--- config.mk ---
export PLATFORM = sky130hd
export DESIGN_NAME = btn_cond
export DESIGN_NICKNAME = d
export VERILOG_FILES = /design/src/rtl/btn_pkg.sv /design/src/rtl/btn_debounce.sv /design/src/rtl/btn_cond.sv
export SDC_FILE = /design/constraint.sdc
export NUM_CORES = 1
export LEC_CHECK = 0
export BUFFER_PORTS_ARGS = -buffer_cell sky130_fd_sc_hd__buf_2
export CORE_ASPECT_RATIO = 1.75
export CORE_UTILIZATION = 51
export DETAILED_ROUTE_END_ITERATION = 16
export PLACE_DENSITY_LB_ADDON = 0.05
export SLEW_MARGIN = 20
export SYNTH_ARGS = -nofsm -noshare
export SYNTH_HDL_FRONTEND = slang
export SYNTH_HIERARCHICAL = 1
export SYNTH_SLANG_ARGS = --single-unit
--- constraint.sdc ---
create_clock -name Gclk -period 3.1 [get_ports Gclk]
set_input_delay 0.155 -clock Gclk [delete_from_list [all_inputs] [get_ports Gclk]]
set_output_delay 0.155 -clock Gclk [all_outputs]
set_load 0.1 [all_outputs]
--- src/rtl/btn_pkg.sv ---
// Shared definitions for the set-mode button conditioner.
// Contents: the per-channel FSM state type, the button channel indices, the
// default timing constants, and a helper that sizes the shared counter.
package btn_pkg;

  typedef enum logic [2:0] {
    IDLE      = 3'd0,
    DEB_PRESS = 3'd1,
    HELD      = 3'd2,
    REPEAT    = 3'd3,
    DEB_REL   = 3'd4
  } btn_state_e;

  // Channel indices into btn_in / btn_level / btn_pulse
  localparam int unsigned BTN_INC_HR  = 0;
  localparam int unsigned BTN_INC_MIN = 1;
  localparam int unsigned BTN_DEC_HR  = 2;
  localparam int unsigned BTN_DEC_MIN = 3;

  // Defaults sized for a 100 MHz Gclk
  localparam int unsigned DEF_NBTN       = 4;
  localparam int unsigned DEF_DEB_CYCLES = 1000000;
  localparam int unsigned DEF_RPT_DELAY  = 50000000;
  localparam int unsigned DEF_RPT_PERIOD = 20000000;

  // Largest of three timing values; used to size the per-channel counter
  function automatic int unsigned max3(input int unsigned a,
                                       input int unsigned b,
                                       input int unsigned c);
    int unsigned m;
    m = a;
    if (b > m) m = b;
    if (c > m) m = c;
    return m;
  endfunction

endpackage

--- src/rtl/btn_debounce.sv ---
// Single button channel: 2-flop synchroniser, debounce / auto-repeat FSM and
// its shared counter.
// Ports:
//   clk_i    system clock
//   rst_ni   asynchronous active-low reset
//   btn_i    raw asynchronous button level
//   level_o  debounced level (registered)
//   event_o  one-cycle press / repeat event (registered)
module btn_debounce
  import btn_pkg::*;
#(
  parameter int unsigned DEB_CYCLES = DEF_DEB_CYCLES,
  parameter int unsigned RPT_DELAY  = DEF_RPT_DELAY,
  parameter int unsigned RPT_PERIOD = DEF_RPT_PERIOD
) (
  input  logic clk_i,
  input  logic rst_ni,
  input  logic btn_i,
  output logic level_o,
  output logic event_o
);

  localparam int unsigned CW = $clog2(max3(DEB_CYCLES, RPT_DELAY, RPT_PERIOD)) + 1;
  localparam logic [CW-1:0] DEB_LAST = CW'(DEB_CYCLES - 1);
  localparam logic [CW-1:0] DLY_LAST = CW'(RPT_DELAY - 1);
  localparam logic [CW-1:0] PER_LAST = CW'(RPT_PERIOD - 1);

  logic [1:0]    sync_q;
  logic          s_c;
  btn_state_e    state_q, state_d;
  logic [CW-1:0] cnt_q, cnt_d;
  logic          level_q, level_d;
  logic          event_q, event_d;

  // Synchroniser; the FSM only looks at the second stage
  always_ff @(posedge clk_i or negedge rst_ni) begin
    if (!rst_ni) sync_q <= '0;
    else         sync_q <= {sync_q[0], btn_i};
  end

  assign s_c = sync_q[1];

  // State register
  always_ff @(posedge clk_i or negedge rst_ni) begin
    if (!rst_ni) begin
      state_q <= IDLE;
      cnt_q   <= '0;
      level_q <= 1'b0;
      event_q <= 1'b0;
    end else begin
      state_q <= state_d;
      cnt_q   <= cnt_d;
      level_q <= level_d;
      event_q <= event_d;
    end
  end

  // Next-state, counter and output logic
  always_comb begin
    state_d = state_q;
    cnt_d   = cnt_q;
    level_d = level_q;
    event_d = 1'b0;
    unique case (state_q)
      IDLE: begin
        if (s_c) begin
          state_d = DEB_PRESS;
          cnt_d   = '0;
        end
      end
      DEB_PRESS: begin
        if (!s_c) begin
          state_d = IDLE;
          cnt_d   = '0;
        end else if (cnt_q == DEB_LAST) begin
          state_d = HELD;
          level_d = 1'b1;
          event_d = 1'b1;
          cnt_d   = '0;
        end else begin
          cnt_d = cnt_q + CW'(1);
        end
      end
      HELD: begin
        if (!s_c) begin
          state_d = DEB_REL;
          cnt_d   = '0;
        end else if (cnt_q == DLY_LAST) begin
          state_d = REPEAT;
          event_d = 1'b1;
          cnt_d   = '0;
        end else begin
          cnt_d = cnt_q + CW'(1);
        end
      end
      REPEAT: begin
        if (!s_c) begin
          state_d = DEB_REL;
          cnt_d   = '0;
        end else if (cnt_q == PER_LAST) begin
          event_d = 1'b1;
          cnt_d   = '0;
        end else begin
          cnt_d = cnt_q + CW'(1);
        end
      end
      DEB_REL: begin
        // A bounce back high restarts the full repeat delay without an event
        if (s_c) begin
          state_d = HELD;
          cnt_d   = '0;
        end else if (cnt_q == DEB_LAST) begin
          state_d = IDLE;
          level_d = 1'b0;
          cnt_d   = '0;
        end else begin
          cnt_d = cnt_q + CW'(1);
        end
      end
      default: begin
        state_d = IDLE;
        cnt_d   = '0;
        level_d = 1'b0;
      end
    endcase
  end

  assign level_o = level_q;
  assign event_o = event_q;

endmodule

--- src/rtl/btn_cond.sv ---
// Set-mode push-button conditioner: per-channel debounce with auto-repeat,
// pending flags, and a fixed-priority arbiter that emits at most one pulse
// per cycle (lowest index wins).
// Ports:
//   Gclk       system clock
//   rst_n      asynchronous active-low reset
//   enable     set mode active; when low, pending events are dropped
//   btn_in     raw asynchronous button levels, active high
//   btn_level  debounced level per button (registered)
//   btn_pulse  one-hot or zero, one-cycle event pulses (registered)
module btn_cond
  import btn_pkg::*;
#(
  parameter int unsigned NBTN       = DEF_NBTN,
  parameter int unsigned DEB_CYCLES = DEF_DEB_CYCLES,
  parameter int unsigned RPT_DELAY  = DEF_RPT_DELAY,
  parameter int unsigned RPT_PERIOD = DEF_RPT_PERIOD
) (
  input  logic            Gclk,
  input  logic            rst_n,
  input  logic            enable,
  input  logic [NBTN-1:0] btn_in,
  output logic [NBTN-1:0] btn_level,
  output logic [NBTN-1:0] btn_pulse
);

  logic [NBTN-1:0] level_c, event_c, grant_c;
  logic [NBTN-1:0] pend_q, pend_d;
  logic [NBTN-1:0] pulse_q, pulse_d;
  logic [NBTN-1:0] level_q;

  for (genvar g = 0; g < NBTN; g++) begin : g_chan
    btn_debounce #(
      .DEB_CYCLES (DEB_CYCLES),
      .RPT_DELAY  (RPT_DELAY),
      .RPT_PERIOD (RPT_PERIOD)
    ) u_deb (
      .clk_i   (Gclk),
      .rst_ni  (rst_n),
      .btn_i   (btn_in[g]),
      .level_o (level_c[g]),
      .event_o (event_c[g])
    );
  end

  // Lowest set pending bit wins; an event landing on the granted channel
  // re-arms its flag so it is not lost.
  always_comb begin
    grant_c = pend_q & (~pend_q + NBTN'(1));
    pend_d  = '0;
    pulse_d = '0;
    if (enable) begin
      pend_d  = (pend_q & ~grant_c) | event_c;
      pulse_d = grant_c;
    end
  end

  always_ff @(posedge Gclk or negedge rst_n) begin
    if (!rst_n) begin
      pend_q  <= '0;
      pulse_q <= '0;
      level_q <= '0;
    end else begin
      pend_q  <= pend_d;
      pulse_q <= pulse_d;
      level_q <= level_c;
    end
  end

  assign btn_pulse = pulse_q;
  assign btn_level = level_q;

endmodule

==> results of run 1 <==
final cells by class:
| type | instances | area, sq um | area share |
|---|---|---|---|
| tap | 227 | 284.0 | 0.02910 |
| clock inverter | 14 | 197.7 | 0.02026 |
| inverter | 30 | 112.6 | 0.01154 |
| timing repair buffer | 35 | 261.5 | 0.02679 |
| multi-input combinational | 776 | 4761 | 0.4878 |
| sequential | 148 | 3704 | 0.3795 |
| clock buffer | 18 | 439.2 | 0.04500 |
Yosys cell counts, types with 6 or more instances:
cell | n | area (sq um)
a21o_1 | 10 | 75.07
a21oi_1 | 24 | 120.1
and2_1 | 21 | 131.4
and3_1 | 12 | 75.07
and4_1 | 7 | 61.31
buf_2 | 14 | 70.07
buf_6 | 11 | 123.9
clkbuf_1 | 28 | 105.1
dfrtp_1 | 148 | 3704
ha_1 | 7 | 87.58
inv_1 | 28 | 105.1
nand2_1 | 135 | 506.7
nand3_1 | 68 | 340.3
nand4_1 | 28 | 175.2
nand4b_1 | 6 | 52.55
nor2_1 | 55 | 206.5
nor2b_1 | 7 | 43.79
nor3_1 | 33 | 165.2
nor3b_1 | 6 | 45.04
nor4_1 | 31 | 193.9
nor4b_1 | 9 | 78.83
o21a_1 | 9 | 67.56
o21ai_0 | 72 | 360.4
o21ai_1 | 16 | 80.08
o221ai_1 | 8 | 70.07
o22ai_1 | 25 | 156.4
o31ai_1 | 16 | 120.1
or2_2 | 9 | 56.30
or3_1 | 30 | 187.7
or4_1 | 11 | 82.58
xor2_1 | 9 | 78.83
power groups by stage:
stage	clock network (mW)	registers (mW)	logic (mW)
finish	2.24	1.98	0.186
global route	2.37	1.98	0.210
CTS	2.29	1.98	0.190
detailed placement	0	2.01	0.184
global placement	0	2.01	0.183
floorplan	0	2.00	0.110
what timing repair did:
| action | in CTS | in global routing |
|---|---|---|
| endpoints found under the hold margin | 71 | 0 |
| hold buffers | 6 | 0 |
| setup buffers | 0 | 0 |
| endpoints found under the setup margin | 0 | 0 |
metrics by stage:
step / cell area, sq um / cells / power, mW / setup slack [ps] / util
after global routing: 9759 / 1248 / 4.561 / 233.0 / 0.5759
after detailed placement: 9062 / 1210 / 2.196 / 446.3 / 0.5347
final: 9759 / 1248 / 4.404 / 403.8 / 0.5759
after floorplan: 8866 / 1011 / 2.112 / 778.9 / -
after global placement: 9062 / 1210 / 2.195 / 469.4 / 0.5347
after CTS: 9759 / 1248 / 4.458 / 430.2 / 0.5759
layer usage:
metal	vias to the layer above	share of wire	GRT usage
met1	3755	0.43	0.3033
met5	-	0	0
li1	3747	-	-
met3	37	0.024	0.03603
met2	127	0.53	0.4541
met4	0	0.024	0.1099
sequential cells by signal, summed over array words and instances, names as in the netlist:
register	flops
btn_pulse	4
g_chan.u_deb/cnt_q	108
g_chan.u_deb/level_o	4
g_chan.u_deb/state_q	12
g_chan.u_deb/sync_q	8
pend_q	4
btn_level	4
g_chan.u_deb/event_o	4
kinds of logic (layout without fill, tap and decap cells):
group / after synthesis / count (layout)
XOR/XNOR: 14 / 14
adder cells (fa/ha/maj): 7 / 7
AND/OR/NAND/NOR: 516 / 516
buffers and inverters: 87 / 97
multiplexers: 7 / 7
flip-flops: 148 / 148
AO/OA/AOI/OAI: 232 / 232
final timing paths:
| kind | start | endpoint | slack (ps) | cells past startpoint |
|---|---|---|---|---|
| max | g_chan[3].u_deb/cnt_q[1] | g_chan[3].u_deb/cnt_q[26] | 400 | 7 |
| min | rst_n | g_chan[3].u_deb/cnt_q[11] | 280 | 2 |
| max reg2reg | g_chan[3].u_deb/cnt_q[1] | g_chan[3].u_deb/cnt_q[26] | 400 | 7 |
| min reg2reg | g_chan[1].u_deb/sync_q[0] | g_chan[1].u_deb/sync_q[1] | 350 | 0 |
| max in group asynchronous | rst_n | g_chan[1].u_deb/sync_q[1] | 1970 | 3 |
| min in group Gclk | g_chan[1].u_deb/sync_q[0] | g_chan[1].u_deb/sync_q[1] | 350 | 0 |
==> flow_summary.toml, run 1 <==
[outcome]
outcome = "completed"

[power]
pwr-share-comb = 0.042
switching_share = 0.2322
p_seq_frac = 0.449
power_switching_mw = 1.023
peakVddDrop_uv = 293.9
p_leak_nw = 3.983
clkPwrFrac = 0.509
intPower_mw = 3.381
power_density_nw_per_um2 = 451.2

[die]
start_util = 0.5231
ios = 15
fp.dieH_um = 176.4
num_rows = 63
fp.dieW_um = 101.7
dieArea_sq_um = 17940
design.core.area_sq_um = 16950

[setup_path]
critPathTopFamily = "simple AND/OR/NAND/NOR gates"
timing_worst_setup_path_type = "register to register"
crit_fanout = 12
path_buf_inv = 0
cp_slowest_stage_delay_ps = 600
worstPathCellList = "ha_1 -> nand4_1 -> or4_4 -> or3_1 -> or4_1 -> o2bb2ai_1 -> nand2_1"
start_kind = "register"
arrival_ps = 3060
end_kind = "register"
required_ps = 3460
cpMaxStageDelayCell = "or4_4"

[yosys]
muxShareOfSynthArea = 0.008185
ys_types = 78
ys.flop_type = "dfrtp_1"
syn_inst = 1011
async_flop_share = 1.000
yosys_warnings = 6
synth_top_family_by_area = "simple AND/OR/NAND/NOR gates"
syn_area_per_cell_sq_um = 8.770
ys_ff_latch = 148
synth_compound_area_frac = 0.1773
ys_seq_area_frac = 0.4177
syn_nets = 1025
netlist_area_sq_um = 8866
synth-simple-area-share = 0.3236
yosys.area_share.adder = 0.009879
yosys.area_share.xor_xnor = 0.01383
synth_edf_count = 0

[timing]
grt_setup_unrepaired = "false"
fin_hold_ws_ps = 281.7
period_share = 0.8697
tns_ps = 0
final_hold_viol_count = 0
slew_viol_final = 0
max_freq_mhz = 370.9
relSlewSlack = 0.5406
final-setup-viol-count = 0
worstMarginPinSlew_ps = 682.8
finalWorstPathRequiredPeriod_ps = 2696
clock_skew_ps = 7.213

[layout]
final_cell_mix = "dfrtp_1 (148), nand2_1 (135), o21ai_0 (72)"
final_layout_size_suffix_gt1_frac = 0.1166
fin_nets = 1022
syn_to_final_growth_pct = 10.08
final_common_cell = "dfrtp_1"
n_fill_cell = 1558
n_antenna_cell = 0

[clocking]
cts_tree = "built"
h-tree-depth = 4
cts_root_buffer = "clkbuf_16"
cts_made_buffers = 17
cts.clk_slew.worst_paths_ps = 70
cts_resized = 0
clk_path_buf_depth = 2
clock_latency_ps = 420
clock-sinks = 148

[route]
firstDrtPassIters = 4
drtIter0Drc = 320
drc_errors = 0
wl_per_cell_um = 17.33
ant_nets = 0
vias = 7666
route.final.wire_length_um = 21630
viasPerCell = 6.143

[hold_path]
hold_path_class = "primary input to asynchronous set/reset pin"

[global_route]
antenna_found_initial = 0
grt_overflow_total = 0
grt_pass1_wl_um = 36490
grt_max_degree = 69
grt_pass1_vias = 7511
track_usage = 0.2563

[job]
drv_cap = 0

[placement]
gp_congestion = 0.9430
numPortBuffers = 14
hpwl_um = 15090
No activity file was read; power rests on OpenSTA's default activity.
==> run 2: changes to the inputs <==
--- a/config.mk
+++ b/config.mk
@@ -13,5 +13,4 @@
 export SLEW_MARGIN = 20
 export SYNTH_ARGS = -nofsm -noshare
 export SYNTH_HDL_FRONTEND = slang
-export SYNTH_HIERARCHICAL = 1
 export SYNTH_SLANG_ARGS = --single-unit
==> run 2 against run 1 <==
Compared with the run above:
- clock-buffer cell count rose by 1
- cell count shrank 6.9%
- first-iteration DRC count is 17% lower
- flip-flop and latch count unchanged
- combinational power up 25%
- clock skew up 4.6 ps
- utilization rose by 0.70 points
- routed wire length decreased by 6.3%
- global-route usage shrank 0.17 points
- fmax decreased by 4.0%
- highest routed layer is now met5
- critical path depth shrank 1
==> flow_summary.toml, run 2 <==
[timing]
period_share = 0.9059
grt_setup_unrepaired = "false"
relSlewSlack = 0.3838
final-setup-viol-count = 0
tns_ps = 0
fin_hold_ws_ps = 12.16
final_hold_viol_count = 0
slew_viol_final = 0
finalWorstPathRequiredPeriod_ps = 2808
max_freq_mhz = 356.1
worstMarginPinSlew_ps = 918.1
clock_skew_ps = 11.84

[yosys]
ys_top_cells_by_area = "dfrtp_1 (44%), nand2_1 (6.6%), a31oi_1 (3.8%), nand3_1 (3.2%), a21oi_1 (2.9%)"
yosysMostFrequentCell = "dfrtp_1"
syn_nets = 968
synth_top_area_cell = "dfrtp_1"
ys_seq_area_frac = 0.4408
synth.top_cell.area_share = 0.4408
ys_types = 67
yosys_warnings = 0
synth_edf_count = 0
syn_area_per_cell_sq_um = 8.779
async_flop_share = 1.000
synth_common_cells = "dfrtp_1 (148), nand2_1 (147), nand3_1 (53), nor2_1 (53), a31oi_1 (51)"
ys.flop_type = "dfrtp_1"
ys_ff_latch = 148
netlist_area_sq_um = 8402
syn_inst = 957

[layout]
final_layout_size_suffix_gt1_frac = 0.1089
top_regs = "g_chan.u_deb.cnt_q x108, g_chan.u_deb.state_q x12, g_chan.u_deb.sync_q x8"
final_cell_mix = "dfrtp_1 (148), nand2_1 (147), nor2_1 (53), nand3_1 (53), a31oi_1 (51)"
largest_reg_flops = 108
final_common_cell = "dfrtp_1"
syn_to_final_growth_pct = 11.18
n_fill_cell = 1397
n_antenna_cell = 0
largest_register = "g_chan.u_deb.cnt_q"
fin_nets = 971
final_cells = 1162

[setup_path]
required_ps = 3430
cp_slowest_stage_delay_ps = 510
critPathTopFamily = "compound AO/OA/AOI/OAI gates"
start_kind = "register"
timing_worst_setup_path_type = "register to register"
crit_fanout = 13
end_kind = "register"
r2r-start = "g_chan[3].u_deb.cnt_q[11]"
arrival_ps = 3130
r2r_cells = 6
rr_endpoint = "g_chan[3].u_deb.cnt_q[19]"
worstPathCellList = "or4b_1 -> or3_1 -> o31ai_1 -> o21ai_1 -> nand3_1 -> a21bo_2"
cpMaxStageDelayCell = "or4b_1"
r2r_slack_ps = 290
path_buf_inv = 0

[die]
fp.dieW_um = 99.03
fp.dieH_um = 171.8
num_rows = 61
start_util = 0.5242
ios = 15
design.core.area_sq_um = 16030
dieArea_sq_um = 17010

[job]
drv_cap = 0

[clocking]
cts_resized = 0
postCtsSetupBuffers = 0
clock_latency_ps = 430
ctsHoldBuffers = 5
cts_root_buffer = "clkbuf_16"
h-tree-depth = 4
clock-sinks = 148
cts_made_buffers = 17
clk_path_buf_depth = 2
cts.clk_slew.worst_paths_ps = 70
cts_tree = "built"

[hold_path]
hold_start = "enable"
holdPathStages = 2
min_to = "pend_q[2]"
hold_path_class = "primary input to register"

[placement]
gp_congestion = 0.9003
hpwl_um = 13800
numPortBuffers = 14
dp.cells = 1125

[global_route]
grt_max_degree = 81
track_usage = 0.2547
grt_pass1_wl_um = 34820
grtUsageMet1 = 0.2994
grt_overflow_total = 0
busiest_layer = "met2"
antenna_found_initial = 1
grt_util_met2 = 0.4427
grt.met3_usage = 0.04632
grt_pass1_vias = 7284

[route]
drc_errors = 0
vias = 7441
firstDrtPassIters = 5
drtIter0Drc = 267
viasPerCell = 6.404
wl_per_cell_um = 17.44
ant_nets = 0
route.final.wire_length_um = 20260

[power]
power_density_nw_per_um2 = 468.0
peakVddDrop_uv = 291.3
p_leak_nw = 4.082

[outcome]
outcome = "completed"
-- run 2: cell count changes in the layout (fill, tap and decap cells not counted), moves of 12 or more --
| cell | before | now |
|---|---|---|
| or3_1 | 30 | 8 |
| a31oi_1 | 3 | 51 |
| nand3_1 | 68 | 53 |
| nand2_1 | 135 | 147 |
| a21oi_1 | 24 | 48 |
| o21ai_1 | 15 | 2 |
| inv_1 | 28 | 16 |
| o21ai_0 | 72 | 43 |
| o22ai_1 | 25 | 1 |
| o22ai_2 | 4 | 19 |
| o211ai_1 | 4 | 17 |
-- run 2: layout make-up --
class / instances / area [sq um] / share of cell area
well taps: 189 / 236.5 / 0.02531
inverters: 17 / 63.81 / 0.006831
flip-flops and latches: 148 / 3704 / 0.3965
repair buffers: 39 / 301.5 / 0.03228
multi-input cells: 737 / 4436 / 0.4748
clock inverters: 13 / 147.6 / 0.01581
clock buffers: 19 / 452.9 / 0.04849
-- run 2: routing by layer --
metal,vias to the layer above,wire length (um)
met2,213,10320
met5,-,12
met4,2,691
met3,52,900
li1,3582,-
met1,3592,8341
-- run 2: worst max path at each step --
stage / startpoint / to / slack, ps / cells past startpoint
after floorplan: g_chan[0].u_deb.cnt_q[24] / g_chan[0].u_deb.cnt_q[22] / 620 / 7
after global placement: g_chan[0].u_deb.cnt_q[24] / g_chan[0].u_deb.cnt_q[4] / 400 / 7
after detailed placement: g_chan[3].u_deb.cnt_q[11] / g_chan[3].u_deb.cnt_q[19] / 320 / 6
after CTS: g_chan[3].u_deb.cnt_q[11] / g_chan[3].u_deb.cnt_q[19] / 290 / 6
after global routing: g_chan[3].u_deb.cnt_q[11] / g_chan[3].u_deb.cnt_q[19] / 70 / 6
final: g_chan[3].u_deb.cnt_q[11] / g_chan[3].u_deb.cnt_q[19] / 290 / 6
-- run 2: kinds of logic (layout without fill, tap and decap cells) --
logic type / count (synthesis) / count (layout) / share of synthesized area
compound gates: 244 / 244 / 0.2025
xor+xnor: 12 / 12 / 0.01251
fa+ha+maj: 4 / 4 / 0.005957
buf+inv: 72 / 88 / 0.03574
flops: 148 / 148 / 0.4408
mux: 7 / 7 / 0.008340
simple gates: 470 / 470 / 0.2941
-- run 2: power by group --
| part | internal [mW] | switching (mW) |
|---|---|---|
| sequential | 1.98 | 0.0592 |
| clock | 1.24 | 0.864 |
| combinational | 0.0768 | 0.155 |
-- run 2: metrics by stage --
stage | setup slack (ps) | power [mW] | util | instance area, sq um
6_report | 291.7 | 4.372 | 0.5828 | 9341
5_1_grt | 70.47 | 4.537 | 0.5828 | 9341
4_1_cts | 290.9 | 4.411 | 0.5828 | 9341
3_5_place_dp | 317.7 | 2.301 | 0.5422 | 8691
3_3_place_gp | 400.9 | 2.289 | 0.5422 | 8691
2_1_floorplan | 623.6 | 2.199 | - | 8402
==> run 3: changes to the inputs <==
==> constraint.sdc (replaced) <==
create_clock -name Gclk -period 2.57 [get_ports Gclk]
set_input_delay 0.1285 -clock Gclk [delete_from_list [all_inputs] [get_ports Gclk]]
set_output_delay 0.1285 -clock Gclk [all_outputs]
set_load 0.1 [all_outputs]
==> run 3 against run 2 <==
Compared with the run above:
- via count rose by 5.2%
- total power increased by 20%
- fmax grew 11%
- critical path depth rose by 1
- non-clock buffer count grew 67
- worst hold slack improved by 230 ps
- clock power increased by 17%
- register-to-register slack worse by 250 ps
- flip-flop and latch count unchanged
- die area unchanged
==> flow_summary.toml, run 3 (synthesis results as in run 2) <==
[outcome]
outcome = "completed"

[setup_path]
r2r_cells = 7
start_kind = "register"
rr_endpoint = "g_chan[0].u_deb.cnt_q[7]"
r2r_slack_ps = 40
arrival_ps = 2850
timing_worst_setup_path_type = "register to register"
required_ps = 2890
startpoint = "g_chan[0].u_deb.cnt_q[24]"
end_kind = "register"
r2r-start = "g_chan[0].u_deb.cnt_q[24]"
crit_fanout = 8

[route]
vias = 7825
drc_errors = 0
viasPerCell = 6.372
wl_per_cell_um = 17.63
ant_nets = 0
firstDrtPassIters = 5
route.final.wire_length_um = 21650
drtIter0Drc = 445

[placement]
hpwl_um = 15040
gp_congestion = 0.9053
pre_cts_slack_ps = -73.94
dp.cells = 1185
numPortBuffers = 14

[layout]
final_cells = 1228
final_cell_mix = "nand2_1 (147), dfrtp_1 (147), buf_4 (79)"
post-route-util = 0.6228
final_layout_size_suffix_gt1_frac = 0.1732
top_regs = "g_chan.u_deb.cnt_q x108, g_chan.u_deb.state_q x12, g_chan.u_deb.sync_q x8"
largest_register = "g_chan.u_deb.cnt_q"
fin_nets = 1038
n_antenna_cell = 0
syn_to_final_growth_pct = 18.81
largest_reg_flops = 108
n_fill_cell = 1372

[timing]
slew_viol_final = 0
max_freq_mhz = 395.0
clock_skew_ps = 7.438
period_share = 0.9850
final-setup-viol-count = 0
relSlewSlack = 0.4869
worstMarginPinSlew_ps = 767.2
grt_setup_unrepaired = "true"
setup_slack_ps = 38.65
finalWorstPathRequiredPeriod_ps = 2531
final_hold_viol_count = 0

[clocking]
cts_root_buffer = "clkbuf_16"
clock_latency_ps = 430
cts_tree = "built"
cts.clk_slew.worst_paths_ps = 60
cts_made_buffers = 17
h-tree-depth = 4
clk_path_buf_depth = 2
clock-sinks = 148

[die]
num_rows = 61
fp.dieW_um = 99.03
start_util = 0.5242
dieArea_sq_um = 17010
design.core.area_sq_um = 16030
ios = 15
fp.dieH_um = 171.8

[global_route]
grt_max_degree = 63
grt_overflow_total = 0
antenna_found_initial = 0
grt_pass1_wl_um = 36280
grt_pass1_vias = 7599
track_usage = 0.2678

[hold_path]
hold_path_class = "primary input to asynchronous set/reset pin"

[power]
power_switching_mw = 1.293
switching_share = 0.2467
pwr-share-comb = 0.065
intPower_mw = 3.947
peakVddDrop_uv = 352.3
power_density_nw_per_um2 = 524.9
clkPwrFrac = 0.468
p_seq_frac = 0.467
p_leak_nw = 4.428
power.total_mw = 5.239

[job]
drv_cap = 0
==> run 3: changes by cell type in the layout (fill, tap and decap cells not counted), sizes merged <==
cell         change
buf             +65
bufinv           -1
clkbuf           +3
clkinv           -1
clkinvlp         +1
dlygate4sd3      +1
inv              -2
==> run 3: worst max-delay path, cell delays in order (launching register included) <==
cell and delay, ps:
dfrtp_1 380, or4_4 540, or4_4 490, or3_4 370, o2bb2ai_4 220, clkbuf_16 210
o22ai_2 130, nand2_1 70
==> run 3: worst max path at each step <==
stage                                      to  depth (start not counted)
detailed placement  g_chan[3].u_deb.cnt_q[19]                          7
floorplan           g_chan[0].u_deb.cnt_q[22]                          7
finish               g_chan[0].u_deb.cnt_q[7]                          7
global placement    g_chan[1].u_deb.cnt_q[14]                          8
CTS                 g_chan[3].u_deb.cnt_q[19]                          8
global route         g_chan[0].u_deb.cnt_q[2]                          7
==> run 3: what timing repair did <==
action	CTS	global route
cloned	0	1
endpoints found under the setup margin	37	64
pin swaps	1	13
resized for setup	3	18
hold buffers	6	0
setup buffers	2	3
hold endpoints to repair	67	0
==> run 3: per-stage QoR <==
stage               setup TNS (ps)  area (sq um)  hold WS (ps)
CTS                         -28.88          9858         276.4
detailed placement           -1411          9186         162.1
floorplan                        0          8402        -167.1
finish                           0          9982         242.0
global route                -116.3          9982         314.6
global placement             -2166          9171         156.2
==> run 3: area by class of cell <==
| cell class | instances | area (sq um) | share of cell area |
|---|---|---|---|
| Multi-Input combinational cell | 737 | 4531 | 0.4539 |
| Tap cell | 189 | 236.5 | 0.02369 |
| Timing Repair Buffer | 106 | 869.6 | 0.08711 |
| Inverter | 17 | 63.81 | 0.006393 |
| Clock buffer | 21 | 480.5 | 0.04813 |
| Clock inverter | 10 | 96.34 | 0.009652 |
| Sequential cell | 148 | 3705 | 0.3711 |
==> run 3: power by group through the flow <==
stage	clock network (mW)	registers [mW]	logic [mW]
after floorplan	0	2.47	0.178
after global placement	0	2.48	0.305
after detailed placement	0	2.49	0.320
after CTS	2.49	2.45	0.332
after global routing	2.59	2.46	0.385
final	2.45	2.45	0.341
==> run 3: layer usage <==
layer | global-route usage | routed length (um) | vias up | part of all wire
met5 | 0 | 0 | - | 0
met4 | 0.1149 | 633 | 0 | 0.029
met3 | 0.03941 | 779 | 49 | 0.036
met2 | 0.4856 | 11470 | 214 | 0.53
met1 | 0.3123 | 8768 | 3839 | 0.40
li1 | - | - | 3723 | -
